### src/rtl/pipe_pkg.sv
`default_nettype none
// ============================================================================
//  Module      : pipe_pkg
//  Description : Shared pipeline constants: default widths, the canonical
//                NOP encoding and the RV32 register-index field positions.
//  Revision    : 1.0 - initial release
// ============================================================================
package pipe_pkg;

    // Default datapath widths
    localparam int XLEN_DEF      = 32;
    localparam int REG_IDX_W_DEF = 5;

    // addi x0, x0, 0
    localparam logic [31:0] INST_NOP = 32'h0000_0013;

    // Register-index field positions inside an instruction word
    localparam int RS1_LSB = 15;
    localparam int RS2_LSB = 20;
    localparam int RD_LSB  = 7;

endpackage : pipe_pkg
`default_nettype wire

### src/rtl/ifid_fifo.sv
`default_nettype none
// ============================================================================
//  Module      : ifid_fifo
//  Description : Generic DEPTH x W circular queue with push, pop and a
//                synchronous clear. State advances on the falling clock
//                edge so it lines up with the rest of the pipeline registers.
//  Revision    : 1.0 - initial release
//
//  Ports
//    clk    in   pipeline clock (state updates on falling edge)
//    rst    in   synchronous active-high reset
//    clear  in   synchronous discard of all entries (same effect as rst)
//    push   in   write wdata at the tail (ignored when full or clearing)
//    pop    in   drop the head entry   (ignored when empty or clearing)
//    wdata  in   W-bit entry to write
//    rdata  out  W-bit head entry (contents undefined while empty)
//    count  out  number of held entries, 0..DEPTH
//    full   out  count == DEPTH
//    empty  out  count == 0
// ============================================================================
module ifid_fifo #(
    parameter int DEPTH = 2,
    parameter int W     = 64
) (
    input  logic                       clk,
    input  logic                       rst,
    input  logic                       clear,
    input  logic                       push,
    input  logic                       pop,
    input  logic [W-1:0]               wdata,
    output logic [W-1:0]               rdata,
    output logic [$clog2(DEPTH+1)-1:0] count,
    output logic                       full,
    output logic                       empty
);

    localparam int PTR_W = $clog2(DEPTH);
    localparam int CNT_W = $clog2(DEPTH + 1);

    localparam logic [CNT_W-1:0] c_depth = CNT_W'(DEPTH);

    logic [W-1:0]     r_mem [DEPTH];
    logic [PTR_W-1:0] r_wp;
    logic [PTR_W-1:0] r_rp;
    logic [CNT_W-1:0] r_count;

    logic w_do_push;
    logic w_do_pop;

    // Guarded locally as well so the queue stays consistent even if a
    // caller drives push into a full queue or pop from an empty one.
    assign w_do_push = push & ~full  & ~clear;
    assign w_do_pop  = pop  & ~empty & ~clear;

    assign full  = (r_count == c_depth);
    assign empty = (r_count == '0);
    assign count = r_count;
    assign rdata = r_mem[r_rp];

    // Pointers wrap naturally because DEPTH is a power of two.
    always_ff @(negedge clk) begin
        if (rst || clear) begin
            r_wp    <= '0;
            r_rp    <= '0;
            r_count <= '0;
        end else begin
            if (w_do_push) begin
                r_wp <= r_wp + PTR_W'(1);
            end
            if (w_do_pop) begin
                r_rp <= r_rp + PTR_W'(1);
            end
            case ({w_do_push, w_do_pop})
                2'b10:   r_count <= r_count + CNT_W'(1);
                2'b01:   r_count <= r_count - CNT_W'(1);
                default: r_count <= r_count;
            endcase
        end
    end

    // Storage carries no reset: an entry is only visible once it has been
    // written and counted.
    always_ff @(negedge clk) begin
        if (w_do_push) begin
            r_mem[r_wp] <= wdata;
        end
    end

endmodule : ifid_fifo
`default_nettype wire

### src/rtl/if_id_buffer.sv
`default_nettype none
// ============================================================================
//  Module      : if_id_buffer
//  Description : IF->ID instruction buffer. Holds fetched {inst, pc} pairs
//                in an in-order queue, presents the head with its decoded
//                rs1/rs2/rd indices, and decouples fetch from decode with a
//                valid/ready handshake on both sides. flush discards all
//                held and incoming instructions on a redirect.
//  Revision    : 1.0 - initial release
//
//  Configuration macro
//    IFID_BUBBLE_NOP_EN  defined   : empty-queue inst_out = 32'h0000_0013
//                        undefined : empty-queue inst_out = 0
//
//  Ports
//    clk        in   pipeline clock; state updates on the falling edge
//    rst_ifid   in   synchronous active-high reset (dominates flush)
//    flush      in   drop all held entries and the incoming instruction
//    in_valid   in   fetch presents inst_in / pc_in
//    in_ready   out  buffer has room (from registered fill level only)
//    inst_in    in   fetched instruction
//    pc_in      in   PC of inst_in
//    out_valid  out  head entry valid
//    out_ready  in   decode consumes the head this edge
//    inst_out   out  head instruction, or bubble when empty
//    pc_out     out  head PC, or 0 when empty
//    reg1       out  rs1 field of inst_out
//    reg2       out  rs2 field of inst_out
//    dest       out  rd  field of inst_out
// ============================================================================
module if_id_buffer
    import pipe_pkg::*;
#(
    parameter int XLEN      = XLEN_DEF,
    parameter int DEPTH     = 2,
    parameter int REG_IDX_W = REG_IDX_W_DEF
) (
    input  logic                 clk,
    input  logic                 rst_ifid,
    input  logic                 flush,
    input  logic                 in_valid,
    output logic                 in_ready,
    input  logic [XLEN-1:0]      inst_in,
    input  logic [XLEN-1:0]      pc_in,
    output logic                 out_valid,
    input  logic                 out_ready,
    output logic [XLEN-1:0]      inst_out,
    output logic [XLEN-1:0]      pc_out,
    output logic [REG_IDX_W-1:0] reg1,
    output logic [REG_IDX_W-1:0] reg2,
    output logic [REG_IDX_W-1:0] dest
);

    localparam int ENTRY_W = 2 * XLEN;
    localparam int CNT_W   = $clog2(DEPTH + 1);

    localparam logic [CNT_W-1:0] c_depth_cnt = CNT_W'(DEPTH);

`ifdef IFID_BUBBLE_NOP_EN
    localparam logic [XLEN-1:0] c_bubble = XLEN'(INST_NOP);
`else
    localparam logic [XLEN-1:0] c_bubble = '0;
`endif

    // ------------------------------------------------------------------
    // Elaboration-time parameter sanity
    // ------------------------------------------------------------------
    if ((DEPTH < 2) || ((DEPTH & (DEPTH - 1)) != 0)) begin : g_bad_depth
        $error("if_id_buffer: DEPTH must be a power of two and at least 2");
    end

    if (XLEN < (RS2_LSB + REG_IDX_W)) begin : g_bad_xlen
        $error("if_id_buffer: XLEN too narrow for the register index fields");
    end

    // ------------------------------------------------------------------
    // Handshake and queue
    // ------------------------------------------------------------------
    logic               w_push;
    logic               w_pop;
    logic [ENTRY_W-1:0] w_head;
    logic [CNT_W-1:0]   w_count;
    logic               w_full;
    logic               w_empty;

    // in_ready depends only on the registered fill level: a pop on this
    // edge does not make room until the next one, which keeps out_ready
    // off the path to in_ready.
    assign in_ready  = ~w_full;
    assign out_valid = ~w_empty;

    // flush suppresses both sides so nothing is written or credited on
    // the redirect edge; the queue clear itself happens inside the FIFO.
    assign w_push = in_valid  & in_ready  & ~flush;
    assign w_pop  = out_valid & out_ready & ~flush;

    ifid_fifo #(
        .DEPTH (DEPTH),
        .W     (ENTRY_W)
    ) u_fifo (
        .clk   (clk),
        .rst   (rst_ifid),
        .clear (flush),
        .push  (w_push),
        .pop   (w_pop),
        .wdata ({inst_in, pc_in}),
        .rdata (w_head),
        .count (w_count),
        .full  (w_full),
        .empty (w_empty)
    );

    // ------------------------------------------------------------------
    // Output muxing: the bubble keeps inst_out/pc_out defined while empty
    // (stale storage is never exposed).
    // ------------------------------------------------------------------
    always_comb begin
        inst_out = c_bubble;
        pc_out   = '0;
        if (out_valid) begin
            inst_out = w_head[ENTRY_W-1:XLEN];
            pc_out   = w_head[XLEN-1:0];
        end
    end

    // Field slices follow inst_out, so a bubble yields the bubble's fields.
    assign reg1 = inst_out[RS1_LSB +: REG_IDX_W];
    assign reg2 = inst_out[RS2_LSB +: REG_IDX_W];
    assign dest = inst_out[RD_LSB  +: REG_IDX_W];

    // ------------------------------------------------------------------
    // Internal consistency of the queue's status outputs
    // ------------------------------------------------------------------
    a_count_bound: assert property (@(negedge clk) disable iff (rst_ifid)
        w_count <= c_depth_cnt);

    a_full_match: assert property (@(negedge clk) disable iff (rst_ifid)
        w_full == (w_count == c_depth_cnt));

    a_empty_match: assert property (@(negedge clk) disable iff (rst_ifid)
        w_empty == (w_count == '0));

endmodule : if_id_buffer
`default_nettype wire

### config.mk
export PLATFORM = sky130hd
export DESIGN_NAME = if_id_buffer
export DESIGN_NICKNAME = d
export VERILOG_FILES = /design/src/rtl/pipe_pkg.sv /design/src/rtl/ifid_fifo.sv /design/src/rtl/if_id_buffer.sv
export SDC_FILE = /design/constraint.sdc
export NUM_CORES = 1
export LEC_CHECK = 0
export ABC_AREA = 1
export CORE_MARGIN = 10
export CORE_UTILIZATION = 45
export CTS_CLUSTER_SIZE = 25
export DETAILED_ROUTE_END_ITERATION = 12
export PLACE_DENSITY = 0.72
export SYNTH_ARGS = -nofsm -noshare
export SYNTH_HDL_FRONTEND = slang
export SYNTH_HIERARCHICAL = 1
export SYNTH_SLANG_ARGS = --single-unit
### constraint.sdc
create_clock -name clk -period 6 [get_ports clk]
set_clock_uncertainty 0.1 [all_clocks]
set_input_delay 1.5 -clock clk [delete_from_list [all_inputs] [get_ports clk]]
set_output_delay 1.5 -clock clk [all_outputs]
set_load 0.01 [all_outputs]
==> results by group <==
Pwr
  – PwrDens: 299.3 mW/mm^2
  – Final Power: 2.600 mW
  – VDD IR-drop max: 0.2644 mV
  – Lkg Pwr: 4.094 nW

Placed design
  – DP Cell Count: 708
  – Pre-CTS worst setup slack: -448.1 ps
  – GP Congestion: 0.7104
  – I/O Buffers: 149
  – DPL Wire Length: 8752 um

Route
  – Antenna-violating nets left: 0
  – DRC violation total after the first TritonRoute iteration: 116
  – Via count: 3,912
  – Detailed Route WL: 13,940 um
  – DR WL/cell: 15.68 um
  – Vias per cell: 4.400
  – Remaining DRCs: 0
  – Drt first pass iters: 4

Timing
  – Final worst-path setup slack: -319.4 ps
  – Pins Over Slew Limit: 0
  – Final setup fails: 79
  – Unrepaired setup endpoints after global routing: yes
  – Hold_ws: 445.9 ps
  – Worst-margin pin slew: 344.9 ps
  – Final Hold Viols: 0
  – Worst rel slew slack: 76.76%

Floorplanning
  – Die Span Y: 134.1 um
  – Num ports: 150
  – Die width: 134.1 um
  – Starting Density: 46.24%
  – Core area: 0.01267 sq mm
  – Row count: 41
  – Die footprint: 0.01799 sq mm

Global routing
  – GR Util All Layers: 15.51%
  – First-pass GRT wire length: 21,710 um
  – Initial antenna violation count: 0
  – Largest net degree at the start of global routing: 39
  – Vias in the first global route: 4,506
  – Total congestion overflow: 0

Clocking
  – CTS clk-pin slew, worst paths: 50 ps
  – Hold buffer count at cts: 0
  – CTS tree: done
  – CTS root buffer: clkbuf_16
  – Clock sinks: 133
  – CTS Buffer Depth: 2
  – CTS Buf Count: 17
  – Clk_lat worst skew: 440 ps
  – H-tree depth: 4

Setup path
  – Crit-path max FO: 6
  – WP data required: 4400 ps
  – Startpoint Class: register
  – CP Class: reg2out
  – WP data arrival: 4720 ps
  – CP Capture Type: output port

Final layout
  – Inserted Diodes: 0
  – Layout cell share with drive strength beyond 1: 42.12%
  – Util after Layout: 68.55%
  – Fin nets: 774
  – Area grow syn2layout: 48.24%
  – Most frequent cells in the layout: inv_1, edfxtp_1, buf_2
  – Leading cell type in the layout, fill and taps excluded: inv_1
  – Non-Filler Instances: 889

Synth
  – Sequential-to-total area share from yosys stat: 67.31%
  – Largest cells by area after synthesis: edfxtp_1, mux2_4, nor2_1
  – Post-Syn Instances: 397
  – YS warnings: 6
  – Synth cell types: 17
  – Syn Area/Cell: 14.76 sq um
  – Top cell type's share of synthesized area: 65.60%
  – Yosys top cell by area: edfxtp_1
  – Mapped Area: 0.005859 sq mm
  – Yosys reg bits: 133
  – Syn_nets: 467

Run status
  – Status: finished with violations
  – Failing checks: negative setup slack

Hold path
  – Worst hold path type: reg2reg

Flow run
  – Max_cap viols: 0
[path summary, 6_finish.rpt]
check                                     start                  end  slack [ps]  depth (start not counted)
worst max-delay path                   register            pc_out[3]        -320                          7
worst min-delay path                u_fifo/r_wp          u_fifo/r_wp         450                          2
worst max register to register  u_fifo/count[0]  u_fifo/r_mem[1][10]        4080                         10
worst min register to register      u_fifo/r_wp          u_fifo/r_wp         450                          2
[cells in the mapped netlist]
cell type / n
a21oi_1: 2
and2_1: 1
buf_12: 6
buf_2: 2
buf_4: 16
buf_6: 5
dfxtp_1: 5
edfxtp_1: 128
ha_1: 1
inv_1: 75
mux2_2: 4
mux2_4: 60
nand2_1: 9
nand3_1: 1
nand4_1: 1
nor2_1: 78
o21ai_0: 3
[timing repair]
item | CTS | global route
gates cloned | 6 | 1
pin swaps | 1 | 12
setup endpoints to repair | 114 | 81
gates resized for setup | 408 | 23
setup buffers | 14 | 1
[power by group]
group          leakage (nW)  switching, mW  internal, mW
Clock                  1.01          0.617         0.818
Sequential             1.21        0.00395          1.04
Combinational          1.88         0.0491        0.0698
[metal layers]
layer  vias to the layer above  part of all wire [%]  track usage (%)
li1                       1921                     -                -
met1                      1837                    37            14.57
met2                       138                    53            25.80
met3                        16                   8.2            9.522
met4                         0                   1.2            8.222
met5                         -                     0                0
[metrics by stage]
stage,instance area [sq um],setup TNS [ps]
after floorplan,5891,-37440
after global placement,7582,-62800
after detailed placement,7582,-63010
after CTS,8742,-22550
after global routing,8686,-22920
final,8686,-18450
[critical path, cell delays in order (launching register included)]
cell     delay [ps]
dfxtp_4         370
buf_6           140
buf_12          130
buf_6           110
mux2_4          290
inv_2            70
nor2_2           30
buf_2           140
[flip-flops by register name (all words and copies together) (netlist names), named ones only]
name and count:
u_fifo/r_rp 1, u_fifo/r_wp 1, u_fifo/count 2, u_fifo/r_mem 128
[kinds of logic (layout without fill, tap and decap cells)]
family          after synthesis  in the layout  synth area share [%]
mux                          64             64                 16.14
buf+inv                     104            424                 10.04
simple gates                 90             90                 5.872
fa+ha+maj                     1              1                0.2135
flops                       133            133                 67.31
compound gates                5              5                0.4270
[area by class of cell]
class	instances	area (sq um)
Tap cell	172	215.2
Clock buffer	17	425.4
Fill cell	904	3985
Clock inverter	148	699.4
Multi-Input combinational cell	160	1434
Sequential cell	133	3950
Timing Repair Buffer	185	1660
Inverter	74	301.5
No activity file was read; power rests on OpenSTA's default activity.
